### src/rtl/truth_table_capture.sv
// truth_table_capture
//   Response-side companion to the lab's exhaustive gate stimulus. A start
//   request begins a sweep. The block drives every input combination of an
//   N_IN-input combinational DUT and holds each one for DWELL cycles. It
//   samples y at the end of each hold and builds the measured truth table.
//   At the end it compares that table with the expected table that was
//   latched when the sweep started.
//
// Parameters
//   N_IN   number of DUT inputs (sweep covers 2**N_IN vectors), N_IN >= 1
//   DWELL  cycles each vector is held before y is sampled, DWELL >= 1
//
// Ports
//   clk            system clock, rising edge
//   reset          asynchronous active-high reset
//   start          begin a sweep (only looked at in IDLE)
//   expected       expected truth table, bit i = expected y for x == i
//   y              DUT output
//   x              DUT input vector
//   busy           high while vectors are being driven and sampled
//   done           one-cycle pulse when results become valid
//   table_out      measured truth table, bit i = sampled y for x == i
//   pass           table_out matches the latched expected table
//   mismatch_count number of differing bits
//
// Optional feature
//   TT_STOP_ON_MISMATCH_EN: when defined, the first mismatching sample ends
//   the sweep. x holds the failing vector through the done cycle.

module truth_table_capture #(
  parameter int N_IN  = 3,
  parameter int DWELL = 20
) (
  input  logic                 clk,
  input  logic                 reset,
  input  logic                 start,
  input  logic [2**N_IN-1:0]   expected,
  input  logic                 y,
  output logic [N_IN-1:0]      x,
  output logic                 busy,
  output logic                 done,
  output logic [2**N_IN-1:0]   table_out,
  output logic                 pass,
  output logic [N_IN:0]        mismatch_count
);

  localparam int NV = 2**N_IN;
  // A DWELL of 1 still needs a one-bit counter so the compare stays legal.
  localparam int CW = (DWELL > 1) ? $clog2(DWELL) : 1;
  localparam logic [CW-1:0]   LAST_CNT = CW'(DWELL - 1);
  localparam logic [N_IN-1:0] LAST_X   = {N_IN{1'b1}};
  localparam logic [N_IN-1:0] ONE_X    = 1;
  localparam logic [N_IN:0]   ONE_CNT  = 1;

`ifdef TT_STOP_ON_MISMATCH_EN
  localparam bit STOP_EN = 1'b1;
`else
  localparam bit STOP_EN = 1'b0;
`endif

  typedef enum logic [1:0] {IDLE, DRIVE, FINISH} state_t;

  state_t          state;
  logic [CW-1:0]   counter;
  logic [NV-1:0]   exp_lat;
  logic [NV-1:0]   table_next;
  logic [N_IN:0]   count_next;
  logic            miss;

  // These values would result if y were sampled on this edge. pass is
  // computed from table_next, so the last sample is included even though
  // table_out has not been updated yet.
  always_comb begin
    table_next    = table_out;
    table_next[x] = y;
    miss          = (y != exp_lat[x]);
    count_next    = miss ? (mismatch_count + ONE_CNT) : mismatch_count;
  end

  always_ff @(posedge clk or posedge reset) begin
    if (reset) begin
      state          <= IDLE;
      counter        <= '0;
      exp_lat        <= '0;
      x              <= '0;
      busy           <= 1'b0;
      done           <= 1'b0;
      table_out      <= '0;
      pass           <= 1'b0;
      mismatch_count <= '0;
    end else begin
      case (state)
        IDLE: begin
          done <= 1'b0;
          if (start) begin
            exp_lat        <= expected;
            table_out      <= '0;
            pass           <= 1'b0;
            mismatch_count <= '0;
            x              <= '0;
            counter        <= '0;
            busy           <= 1'b1;
            state          <= DRIVE;
          end
        end
        DRIVE: begin
          if (counter == LAST_CNT) begin
            counter        <= '0;
            table_out      <= table_next;
            mismatch_count <= count_next;
            if (x == LAST_X || (STOP_EN && miss)) begin
              busy  <= 1'b0;
              done  <= 1'b1;
              pass  <= (table_next == exp_lat);
              state <= FINISH;
            end else begin
              x <= x + ONE_X;
            end
          end else begin
            counter <= counter + 1'b1;
          end
        end
        FINISH: begin
          done  <= 1'b0;
          x     <= '0;
          state <= IDLE;
        end
        default: state <= IDLE;
      endcase
    end
  end

endmodule
### config.mk
export PLATFORM = sky130hd
export DESIGN_NAME = truth_table_capture
export DESIGN_NICKNAME = d
export VERILOG_FILES = /design/src/rtl/truth_table_capture.sv
export SDC_FILE = /design/constraint.sdc
export NUM_CORES = 1
export LEC_CHECK = 0
export CORE_ASPECT_RATIO = 1.75
export CORE_MARGIN = 4
export CORE_UTILIZATION = 42
export CTS_CLUSTER_SIZE = 14
export DETAILED_ROUTE_END_ITERATION = 8
export HOLD_SLACK_MARGIN = 0.02
export PLACE_DENSITY_LB_ADDON = 0.12
export SLEW_MARGIN = 5
export SYNTH_ARGS = -nofsm -noshare
export SYNTH_HDL_FRONTEND = slang
export SYNTH_SLANG_ARGS = --single-unit
### constraint.sdc
create_clock -name clk -period 2.9 [get_ports clk]
set_input_delay 0.29 -clock clk [delete_from_list [all_inputs] [get_ports clk]]
set_output_delay 0.29 -clock clk [all_outputs]
set_load 0.02 [all_outputs]
# Yosys cells after proc, flatten, opt, wreduce, memory -nomap -nowiden
# Cells that the tools add are included.
[totals] ff_bits=33 latch_bits=0 ram_bits=0 romBits=0 inputBits=12 out_inout_bits=18 wordCells=73 n_memories=0
[classes] add_sub_neg=3 multipliers=0 n_div=0 n_lt_le_gt_ge=2 n_eq_ne=11 shifts=0 mux=34 bitwise_logic=0 n_reduce_logical=14
[op_table] op="8-bit two-way mux" count=2
[op_table] op="8-bit one-hot mux with 2 select lines" count=1
[op_table] op="4-bit two-way mux" count=3
[op_table] op="4-bit AND reduction" count=3
[op_table] op="1-bit two-way mux" count=10
[op_table] op="5-bit two-way mux" count=2
[op_table] op="2-bit != test, second input constant" count=5
[op_table] op="5-bit one-hot mux with 2 select lines" count=1
[op_table] op="3-bit two-way mux" count=3
[op_table] op="3-bit one-hot mux with 3 select lines" count=1
[op_table] op="3-bit AND reduction" count=3
[op_table] op="8-bit bitwise mux" count=1
[op_table] op="8-bit equality test" count=1
[op_table] op="4-bit one-hot mux with 2 select lines" count=1
[op_table] op="2-bit two-way mux" count=3
[op_table] op="1-bit one-hot mux with 2 select lines" count=3
[op_table] op="5-bit by 1-bit adder with 5-bit output, second input constant" count=1
[op_table] op="5-bit equality test, second input constant" count=1
[op_table] op="4-bit by 1-bit adder with 4-bit output, second input constant" count=1
[op_table] op="3-bit by 4-bit less-than comparator with 1-bit output, second input constant" count=1
[op_table] op="2-bit one-hot mux with 2 select lines" count=1
[op_table] op="2-bit AND reduction" count=2
[op_table] op="2-bit nonzero test" count=2
[op_table] op="3-bit by 1-bit adder with 3-bit output, second input constant" count=1
[op_table] op="other kinds (11)" count=11

# Longest topological paths before layout
# Gate-level depths: netlist of run 1.
[depth] depth_word=9 mapped_depth=7

# Least setup slack after synthesis of run 1
# OpenSTA, ideal clock, no wires.
[synth_path] path_kind="register to register" startpoint="register x[0]" endpoint="register mismatch_count[3]" setup_ps=79 arrival_ps=2057 required_ps=2821 slack_ps=765 stages_incl_launch_ff=7 path_buffers=1 period_less_slack_ps=2135 cell_sequence="dfrtp_1 -> buf_6 -> mux2i_1 -> mux4_2 -> xor2_1 -> or4_1 -> a21oi_1"
[synth_via] elab_chain_len=5
[synth_rtl] item="from (decl)" line_no="39" text="output logic [N_IN-1:0] x,"
[synth_rtl] item="from (signal assigned)" line_no="117" text="x <= x + ONE_X;"
[synth_rtl] item="1-bit binary-select mux with 3-bit select" line_no="76" text="miss = (y != exp_lat[x]);"
[synth_rtl] item="1-bit two-way mux (implied by the code)" line_no="76"
[synth_rtl] item="1-bit != test" line_no="76"
[synth_rtl] item="2-bit != test (no line)"
[synth_rtl] item="4-bit AND reduction (no line)"
[synth_rtl] item="to (signal assigned)" line_no="110" text="mismatch_count <= count_next;"
[synth_rtl] item="to (decl)" line_no="44" text="output logic [N_IN:0] mismatch_count"
# No other way between the ends. The select of a mux whose other input is x is not followed.
# A chain may end at the register's enable or synchronous reset.

# Worst setup path in the final report of run 1
# Ends and elaborated chain as after synthesis.

==> metrics.md, run 1 <==
| Metric | Value |
|---|---|
| Peak Freq | `401.8 MHz` |
| Class of the worst hold path | `primary input to asynchronous set/reset pin` |
| Max-cap viol count | `0` |
| Share of post-route cells with drive strength above 1 | `11.66%` |
| Pin count of the biggest net entering global routing | `34` |
| Yosys reg bits | `33` |
| RR Endpoint | `mismatch_count[3]` |
| GRT overflow | `0` |
| # DRC | `0` |
| Syn-to-layout area delta | `23.63%` |
| Diodes inserted | `0` |
| First-pass GRT wire length | `8169 um` |
| Worst r2r src | `x[0]` |
| I/O Buffers | `29` |
| Crit Path Max Fanout | `24` |
| Worst path max stage delay | `0.86 ns` |
| Switch Pwr | `0.8174 mW` |
| Primary FF master, synth | `dfrtp_1` |
| Routed via count | `about 1600` |
| FILL cells | `399` |
| Starting Density | `44.33%` |
| Mapped Cells | `about 190` |
| Slew HR | `47.01%` |
| Worst-path clk slew | `about 0.070 ns` |
| Distinct cells, synth | `~40` |
| CTS root buffer | `clkbuf_8` |
| Unrepaired setup endpoints after global routing | `no` |
| Total GRT Usage | `19.17%` |
| I/O pin total | `30` |
| CP cell instances | `mux2i_1 > mux4_2 > xor2_1 > or4_1 > a21oi_1` |
| Finish-stage setup viols | `0` |
| Gate power share | `between 40% and 50%` |
| Postcts setup bufs | `0` |
| R2R Setup Slk | `0.41 ns` |
| Utilization after layout | `54.81%` |
| Die Wd | `58.50 um` |
| CP startpoint kind | `register` |
| Sequential fraction of the synthesis area | `between 40% and 50%` |
| Synth warn | `0` |
| Cts hold-fix bufs | `0` |
| Antenna-violating nets left | `0` |
| Vias in the first global route | `1713` |
| Internal power | `1.250 mW` |
| CTS tree | `done` |
| Cts bufs inserted | `5` |
| Commonest non-fill, non-tap cell in the layout | `dfrtp_1` |
| Status | `complete, no violations` |
| Power share of the sequential group | `about two fifths` |
| Nature of the critical path endpoint | `register` |
| Initial DRC Count | `68` |
| Period utilization | `between 80% and 90%` |
| Final Wtd Congestion | `0.8686` |
| PwrDens | `892.1 mW/mm2` |
| CP delay by family, top | `flip-flops` |
| Initial antenna violation count | `0` |
| Final slew viol count | `0` |
| Final min period | `2.489 ns` |
| Sw Share | `around 40%` |
| Crit path max-delay cell type | `dfrtp_1` |
| Crit path required time | `3.10 ns` |
| # nets final | `238` |
| CTS Sinks | `33` |
| Hpwl dp | `3470 um` |
| Worst skew pair latency | `0.28 ns` |
| Area of the mapped netlist | `0.001874 mm2` |
| Total wire length | `4711 um` |
| CTS max path bufs | `2` |
| Avg Cell Area, Syn | `9.813 um2` |
| CP Buf/Inv Count | `0` |
| Die height | `around 96 um` |
| Skew final | `0.008070 ns` |
| Pleak | `0.9866 nW` |
| Commonest non-fill, non-tap cells in the layout | `dfrtp_1, clkdlybuf4s50_1, o21ai_0, nand2_1, mux2i_1` |
| CTS H-tree depth | `2` |
| Post-synth EDFFs | `0` |
| CP Data Arrival Time | `2.69 ns` |
| Hold violation total from the final report | `0` |
| Setup_tns | `0 ns` |
| WL/cell | `17.32 um` |
| VDD IR-drop max | `between 0.4 and 0.5 mV` |
| Final WS setup | `~0.41 ns` |
| Worst Tran Pin Value | `slightly below 0.8 ns` |
| Post-Syn Nets | `207` |
| Worst Setup Path Type | `register to register` |
| Cell row count | `31` |
| Synth async-reset ratio | `100.0%` |
| Core area | `0.004228 mm2` |
| R2R cell count | `5` |
| Clock Power Share | `a little under a fifth` |
| Pre-CTS setup slack | `approximately 0.43 ns` |
| Vias/cell | `between 5 and 6` |
| Post-CTS Resized | `0` |
| Total iterations of the first detailed-routing run | `4` |
| Die Footprint | `0.005638 mm2` |
## synth_stat cells (2+ instances only)
| library cell | instances | area [um2] |
|---|---|---|
| nand3b_1 | 2 | 15.01 |
| dfrtp_1 | 33 | 825.8 |
| xnor2_1 | 2 | 17.52 |
| a21oi_1 | 7 | 35.03 |
| mux2i_1 | 12 | 120.1 |
| or4_1 | 3 | 22.52 |
| ha_1 | 4 | 50.05 |
| nand3_1 | 4 | 20.02 |
| nor3b_1 | 3 | 22.52 |
| inv_1 | 8 | 30.03 |
| o21ai_0 | 21 | 105.1 |
| xor2_1 | 4 | 35.03 |
| a31oi_1 | 2 | 12.51 |
| o22ai_1 | 3 | 18.77 |
| nand2_1 | 18 | 67.56 |
| nor2b_1 | 4 | 25.02 |
| nand4_1 | 3 | 18.77 |
| a21o_1 | 2 | 15.01 |
| o31ai_1 | 3 | 22.52 |
| nand2b_1 | 5 | 31.28 |
| o41ai_1 | 2 | 17.52 |
| nor2_1 | 11 | 41.29 |
| clkbuf_1 | 7 | 26.28 |
| and3b_1 | 2 | 17.52 |
| mux2_2 | 10 | 112.6 |
## through the flow
step           area [um2]  power [mW]  hold slack [ns]  instances
2_1_floorplan        1874       1.397           0.4068        191
3_3_place_gp         2216       1.663           0.4685        264
3_5_place_dp         2216       1.690           0.4899        264
4_1_cts              2317       2.082           0.4088        272
5_1_grt              2317       2.221           0.4299        272
6_report             2317       2.067           0.4004        272
## state kept, by name (all words and copies together) (netlist names)
name	cells
busy	1
counter	5
done	1
exp_lat	8
mismatch_count	4
pass	1
state	2
table_out	8
x	3
## power groups by stage
stage	clock network [mW]	logic, mW	registers, mW
final	0.380	0.828	0.859
after detailed placement	0	0.827	0.863
after floorplan	0	0.583	0.815
after CTS	0.393	0.834	0.856
after global routing	0.415	0.917	0.889
after global placement	0	0.806	0.857
## area by class of cell
type,instances,area (um2),share of cell area (%)
clock buffer,7,96.34,4.158
multi-input combinational,142,985.9,42.55
sequential,33,825.8,35.64
tap,49,61.31,2.646
timing repair buffer,32,312.8,13.50
clock inverter,1,5.005,0.2160
inverter,8,30.03,1.296
## tightest hold or removal path, cell delays in order
cell and delay [ns]:
clkdlybuf4s50_1 0.39, inv_1 0.05, buf_4 0.38
## kinds of logic (layout without fill, tap and decap cells)
group                      Yosys count  count (layout)  synth area share (%)
muxes                               23              23                 13.62
adders and majority gates            4               4                 2.670
buffers and inverters               16              48                 3.605
AOI/OAI and AO/OA                   47              47                 15.22
and+or+nand+nor                     62              62                 18.02
DFF                                 33              33                 44.06
xor gates and xnor gates             6               6                 2.804
## how the worst max path moves through the flow
stage                     slack [ns]                end  start  depth (start not counted)
after CTS                       0.41  mismatch_count[3]   x[0]                          5
after detailed placement        0.43  mismatch_count[3]   x[0]                          5
after global routing            0.16               pass   x[0]                          6
after floorplan                 0.76  mismatch_count[3]   x[0]                          6
final                           0.41  mismatch_count[3]   x[0]                          5
after global placement          0.54               pass   x[0]                          6
## per-layer routing
layer | global-route usage (%) | share of wire, %
met5 | 0 | 0
met4 | 9.478 | 2.5
met3 | 3.457 | 4.5
met2 | 34.79 | 56
met1 | 20.81 | 37
No activity file was read; power rests on OpenSTA's default activity.
==> run 2, diff against run 1 <==
--- a/config.mk
+++ b/config.mk
@@ -10,6 +10,7 @@
 export CORE_UTILIZATION = 42
 export CTS_CLUSTER_SIZE = 14
 export DETAILED_ROUTE_END_ITERATION = 8
+export GPL_TIMING_DRIVEN = 0
 export HOLD_SLACK_MARGIN = 0.02
 export PLACE_DENSITY_LB_ADDON = 0.12
 export SLEW_MARGIN = 5
==> run 2 against run 1 <==
Setup slack better by 0.14 ns. Die area unchanged. Critical endpoint is now mismatch_count[0]. Total power up 1.9%. Via count up 2.2%. Clock skew about the same. Sequential power down 6.6%. Hold slack better by 0.035 ns. Highest routed layer unchanged. Flip-flop and latch count unchanged. Largest cell class unchanged. Non-clock buffer count up 5. Final cell count up 1.8%. Design area up 0.43%. Utilization up 0.24 points.
==> metrics.md, run 2 (synthesis results as in run 1) <==
| Metric | Value |
|---|---|
| Pin count of the biggest net entering global routing | `34 (unchanged)` |
| Diodes inserted | `0 (unchanged)` |
| Finish-stage setup viols | `0 (unchanged)` |
| CP cell instances | `clkdlybuf4s50_1 > nor3b_1 > nor2_1 > a21o_1 > mux2_2` |
| FILL cells | `411 (+3.0%)` |
| Initial DRC Count | `60 (-12%)` |
| Power share of the sequential group | `38.1% (-3.5 points)` |
| CTS max path bufs | `2 (unchanged)` |
| Unrepaired setup endpoints after global routing | `no` |
| Status | `complete, no violations` |
| I/O pin total | `30 (unchanged)` |
| Routed via count | `1633 (+2.2%)` |
| CTS Sinks | `33 (unchanged)` |
| Multi-input combinational cell area | `980.9 um2 (-0.51%)` |
| Crit path required time | `3.08 ns (-0.02 ns)` |
| Antenna-violating nets left | `0 (unchanged)` |
| Starting Density | `44.33% (unchanged)` |
| Share of post-route cells with drive strength above 1 | `10.53% (-1.1 points)` |
| Worst path max stage delay | `0.83 ns (-0.03 ns)` |
| CTS H-tree depth | `2 (unchanged)` |
| Post-CTS Resized | `0 (unchanged)` |
| Total GRT Usage | `19.03% (-0.14 points)` |
| Skew final | `0.008219 ns (+0.0001484 ns)` |
| Switch Pwr | `0.8428 mW (+3.1%)` |
| Worst-path clk slew | `0.07 ns (about the same)` |
| CTS root buffer | `clkbuf_8` |
| First-pass GRT wire length | `7962 um (-2.5%)` |
| Period utilization | `80.88% (-4.9 points)` |
| Cts bufs inserted | `5 (unchanged)` |
| CP Data Arrival Time | `2.52 ns (-0.17 ns)` |
| Worst skew pair latency | `0.29 ns (about the same)` |
| Hpwl dp | `3723 um (+7.3%)` |
| R2R cell count | `6 (+1)` |
| Commonest non-fill, non-tap cells in the layout | `dfrtp_1, clkdlybuf4s50_1, o21ai_0, nand2_1, mux2i_1` |
| Pleak | `0.9838 nW (-0.28%)` |
| Initial antenna violation count | `0 (unchanged)` |
| Final Wtd Congestion | `0.9026 (+3.9%)` |
| CP startpoint kind | `primary input` |
| # DRC | `0 (unchanged)` |
| Cts hold-fix bufs | `0 (unchanged)` |
| Die Footprint | `0.005638 mm2 (unchanged)` |
| Internal power | `1.264 mW (+1.1%)` |
| VDD IR-drop max | `0.4983 mV (+6.7%)` |
| Final slew viol count | `0 (unchanged)` |
| Cell row count | `31 (unchanged)` |
| WL/cell | `17.80 um (+2.8%)` |
| Gate power share | `43.6% (+3.5 points)` |
| Postcts setup bufs | `0 (unchanged)` |
| Largest regs | `exp_lat: 8 flops, table_out: 8 flops, counter: 5 flops` |
| Total iterations of the first detailed-routing run | `4 (unchanged)` |
| Class of the worst hold path | `primary input to asynchronous set/reset pin` |
| Worst r2r src | `x[2]` |
| Final WS setup | `0.5544 ns (+0.1434 ns)` |
| Peak Freq | `426.3 MHz (+6.1%)` |
| Hold slack | `0.4355 ns (+0.03510 ns)` |
| Crit Path Max Fanout | `10 (-58%)` |
| Worst Tran Pin Value | `1.016 ns (+0.2211 ns)` |
| Core area | `0.004228 mm2 (unchanged)` |
| CTS tree | `done` |
| Commonest non-fill, non-tap cell in the layout | `dfrtp_1` |
| Max-cap viol count | `0 (unchanged)` |
| Pre-CTS setup slack | `0.1901 ns (-0.2403 ns)` |
| Vias in the first global route | `1646 (-3.9%)` |
| # nets final | `243 (+2.1%)` |
| RR Endpoint | `pass` |
| Crit path max-delay cell type | `nor3b_1` |
| Hold violation total from the final report | `0 (unchanged)` |
| Clock Power Share | `18.4% (about the same)` |
| Die height | `96.37 um (unchanged)` |
| Seq. cell area | `825.8 um2 (unchanged)` |
| Nature of the critical path endpoint | `register` |
| Final min period | `2.346 ns (-0.1434 ns)` |
| Slew HR | `32.12% (-15 points)` |
| Vias/cell | `5.895 (+0.35%)` |
| Setup_tns | `0 ns (unchanged)` |
| PwrDens | `905.2 mW/mm2 (+1.5%)` |
| Die Wd | `58.50 um (unchanged)` |
| Utilization after layout | `55.05% (+0.24 points)` |
| I/O Buffers | `29 (unchanged)` |
| GRT overflow | `0 (unchanged)` |
| Worst Setup Path Type | `primary input to register` |
| Sw Share | `40.01% (+0.47 points)` |
| R2R Setup Slk | `0.59 ns (+0.18 ns)` |
| Total wire length | `4931 um (+4.7%)` |
| Power, Total | `2.107 mW (+1.9%)` |
| Syn-to-layout area delta | `24.17%` |
run 2: cell types whose count changed in the layout (fill, tap and decap cells not counted):
cell,change
buf_4,-3
buf_6,+1
clkbuf_1,+7
inv_1,-1
inv_2,+1
nor3b_1,+1
nor3b_2,-1
run 2: power groups by stage:
stage          clock [mW]  sequential (mW)  combinational, mW
4_1_cts             0.396            0.802              0.924
2_1_floorplan           0            0.815              0.583
3_3_place_gp            0            0.798              0.886
3_5_place_dp            0            0.810              0.919
5_1_grt             0.417            0.827               1.01
6_report            0.387            0.802              0.918
run 2: area by class of cell:
class	count	area share, %
Timing Repair Buffer	29	12.47
Clock buffer	7	4.140
Tap cell	49	2.634
Clock inverter	1	0.2151
Sequential cell	33	35.48
Inverter	8	1.290
Multi-Input combinational cell	142	42.15
Buffer	8	1.613
run 2: worst max-delay path, delay by kind of cell:
kind / cells / cell delay [ns]
multiplexers: 1 / 0.26
AND/OR/NAND/NOR: 2 / 1.24
AO/OA/AOI/OAI: 1 / 0.26
buffers and inverters: 1 / 0.48
run 2: worst max path at each step:
stage / start / end / slack (ns) / depth (start not counted)
6_report: start / mismatch_count[0] / 0.55 / 5
5_1_grt: x[2] / pass / 0.37 / 6
4_1_cts: start / mismatch_count[0] / 0.50 / 5
3_5_place_dp: start / mismatch_count[0] / 0.19 / 5
3_3_place_gp: start / mismatch_count[0] / 0.23 / 5
2_1_floorplan: x[0] / mismatch_count[3] / 0.76 / 6
run 2: per-stage QoR:
| step | instances | instance area (um2) |
|---|---|---|
| detailed placement | 269 | 2226 |
| global placement | 269 | 2226 |
| finish | 277 | 2327 |
| global route | 277 | 2327 |
| floorplan | 191 | 1874 |
| CTS | 277 | 2327 |
run 2: layer usage:
metal / global-route usage (%) / wire length, um
met3: 3.324 / 165
met4: 8.317 / 120
met2: 35.91 / 2739
met1: 19.97 / 1906
met5: 0 / 0
==> run 3, diff against run 2 <==
==> constraint.sdc (replaced) <==
create_clock -name clk -period 2.4 [get_ports clk]
set_input_delay 0.24 -clock clk [delete_from_list [all_inputs] [get_ports clk]]
set_output_delay 0.24 -clock clk [all_outputs]
set_load 0.02 [all_outputs]
==> run 3 against run 2 <==
Die area unchanged. Count of clock-buffer cells in the layout stayed put. Flip-flop and latch count unchanged. Via count shrank 0.55%. Largest cell class unchanged.
==> metrics.md, run 3 (synthesis results as in run 1) <==
| Metric | Value |
|---|---|
| # DRC | `0 (unchanged)` |
| Crit Path Max Fanout | `10 (unchanged)` |
| Die Wd | `58.50 um (unchanged)` |
| Status | `complete, no violations` |
| First-pass GRT wire length | `7962 um (unchanged)` |
| Met2 WL | `2768 um (+1.1%)` |
| CP delay by family, top | `simple AND/OR/NAND/NOR gates` |
| Met3 WL | `155 um (-6.1%)` |
| Syn-to-layout area delta | `24.90%` |
| PwrDens | `1094 mW/mm2 (+21%)` |
| Crit path max-delay cell type | `dfrtp_1` |
| Total GRT Usage | `19.03% (unchanged)` |
| Commonest non-fill, non-tap cell in the layout | `dfrtp_1` |
| CTS root buffer | `clkbuf_8` |
| Final slew viol count | `0 (unchanged)` |
| Cell row count | `31 (unchanged)` |
| CTS tree | `done` |
| CP cell instances | `clkbuf_1 > nand3_1 > o2bb2ai_1 > nor4b_1 > nand4_1 > o41ai_1` |
| Power, Total | `2.560 mW (+22%)` |
| Starting Density | `44.33% (unchanged)` |
| Hold violation total from the final report | `0 (unchanged)` |
| Cts hold-fix bufs | `0 (unchanged)` |
| I/O pin total | `30 (unchanged)` |
| Worst Setup Path Type | `register to register` |
| CP Buf/Inv Count | `1 (unchanged)` |
| Die Footprint | `0.005638 mm2 (unchanged)` |
| Placed inst area | `0.002226 mm2 (unchanged)` |
| # nets final | `243 (unchanged)` |
| Class of the worst hold path | `primary input to asynchronous set/reset pin` |
| Worst Tran Pin Value | `0.7070 ns (-0.3090 ns)` |
| VDD IR-drop max | `0.6020 mV (+21%)` |
| Worst path max stage delay | `0.50 ns (-0.33 ns)` |
| Worst-path clk slew | `0.07 ns (about the same)` |
| I/O Buffers | `29 (unchanged)` |
| Diodes inserted | `0 (unchanged)` |
| Max-cap viol count | `0 (unchanged)` |
| Hpwl dp | `3723 um (unchanged)` |
| Final WS setup | `0.1328 ns (-0.4216 ns)` |
| Peak Freq | `about 440 MHz` |
| Setup_tns | `0 ns (unchanged)` |
| Total iterations of the first detailed-routing run | `4 (unchanged)` |
| Period utilization | `a little over nine tenths` |
| Share of post-route cells with drive strength above 1 | `12.28% (+1.8 points)` |
| Final Wtd Congestion | `0.9026 (unchanged)` |
| GRT overflow | `0 (unchanged)` |
| Worst skew pair latency | `0.29 ns (about the same)` |
| Top sig layer | `met4` |
| Vias/cell | `5.863 (-0.55%)` |
| Pre-CTS setup slack | `-0.2599 ns (-0.4500 ns)` |
| Skew final | `0.009021 ns (+0.0008024 ns)` |
| CTS max path bufs | `2 (unchanged)` |
| WL/cell | `17.88 um (+0.47%)` |
| CP Data Arrival Time | `2.45 ns (-0.07 ns)` |
| Antenna-violating nets left | `0 (unchanged)` |
| CP startpoint kind | `register` |
| Routed metal-1 wire length | `1905 um (about the same)` |
| Nature of the critical path endpoint | `register` |
| Postcts setup bufs | `0 (unchanged)` |
| Commonest non-fill, non-tap cells in the layout | `dfrtp_1, clkdlybuf4s50_1, o21ai_0, nand2_1, mux2i_1` |
| CTS H-tree depth | `2 (unchanged)` |
| CTS Sinks | `33 (unchanged)` |
| Post-CTS Resized | `0 (unchanged)` |
| Routed via count | `1624 (-0.55%)` |
| Pleak | `0.9885 nW (+0.48%)` |
| Initial DRC Count | `52 (-13%)` |
| Seq. cell area | `827.0 um2 (+0.15%)` |
| Finish-stage setup viols | `0 (unchanged)` |
| Vias in the first global route | `1646 (unchanged)` |
| Multi-input combinational cell area | `993.5 um2 (+1.3%)` |
| Unrepaired setup endpoints after global routing | `no` |
| Final instance area | `0.002341 mm2 (+0.59%)` |
| Cts bufs inserted | `5 (unchanged)` |
| Slew HR | `52.80% (+21 points)` |
| Total wire length | `4954 um (+0.47%)` |
| Die height | `96.37 um (unchanged)` |
| Final min period | `2.267 ns` |
| Core area | `0.004228 mm2 (unchanged)` |
| Crit path required time | `2.58 ns (-0.50 ns)` |
| Largest regs | `exp_lat: 8 flops, table_out: 8 flops, counter: 5 flops` |
| Initial antenna violation count | `0 (unchanged)` |
| FILL cells | `407 (-0.97%)` |
| Pin count of the biggest net entering global routing | `34 (unchanged)` |
-- run 3: cell counts in the layout (fill, tap and decap cells not counted) --
Identical to the previous run, type by type.
-- run 3: where the power goes --
part	switching (mW)	total [mW]	internal (mW)
Clock	0.209	0.468	0.259
Combinational	0.579	1.12	0.541
Sequential	0.239	0.972	0.733
Total	1.03	2.56	1.53
-- run 3: area by class of cell --
cell class	instances	area share, %
Sequential cell	33	35.33
Timing Repair Buffer	29	12.40
Buffer	8	1.603
Clock buffer	7	4.115
Multi-Input combinational cell	142	42.44
Inverter	8	1.283
Clock inverter	1	0.2138
Tap cell	49	2.619
-- run 3: path summary, 6_finish.rpt --
kind | from | endpoint | slack [ns] | depth (start not counted)
max in group asynchronous | reset | x[0] | 1.52 | 2
min in group clk | busy | busy | 0.48 | 1
setup reg to reg | x[1] | pass | 0.13 | 6
setup / recovery | x[1] | pass | 0.13 | 6
hold / removal | reset | mismatch_count[0] | 0.38 | 2
hold reg to reg | busy | busy | 0.48 | 1
-- run 3: layer usage --
layer	GRT usage, %	vias up
li1	-	766
met1	19.97	800
met2	35.91	45
met3	3.324	13
met4	8.317	0
met5	0	-
-- run 3: metrics by stage --
stage	utilization [%]	hold WS [ns]	cells
after detailed placement	52.65	0.4655	269
after global placement	52.65	0.4600	269
after global routing	55.37	0.4442	277
after CTS	55.05	0.4809	277
final	55.37	0.3827	277
after floorplan	-	0.3568	191
-- run 3: worst reg2reg max path, delay by kind of cell, from the launching register on --
| kind | cells | cell delay, ns |
|---|---|---|
| AO/OA/AOI/OAI | 2 | 0.57 |
| buffers and inverters | 1 | 0.41 |
| flip-flops | 1 | 0.50 |
| AND/OR/NAND/NOR | 3 | 0.68 |
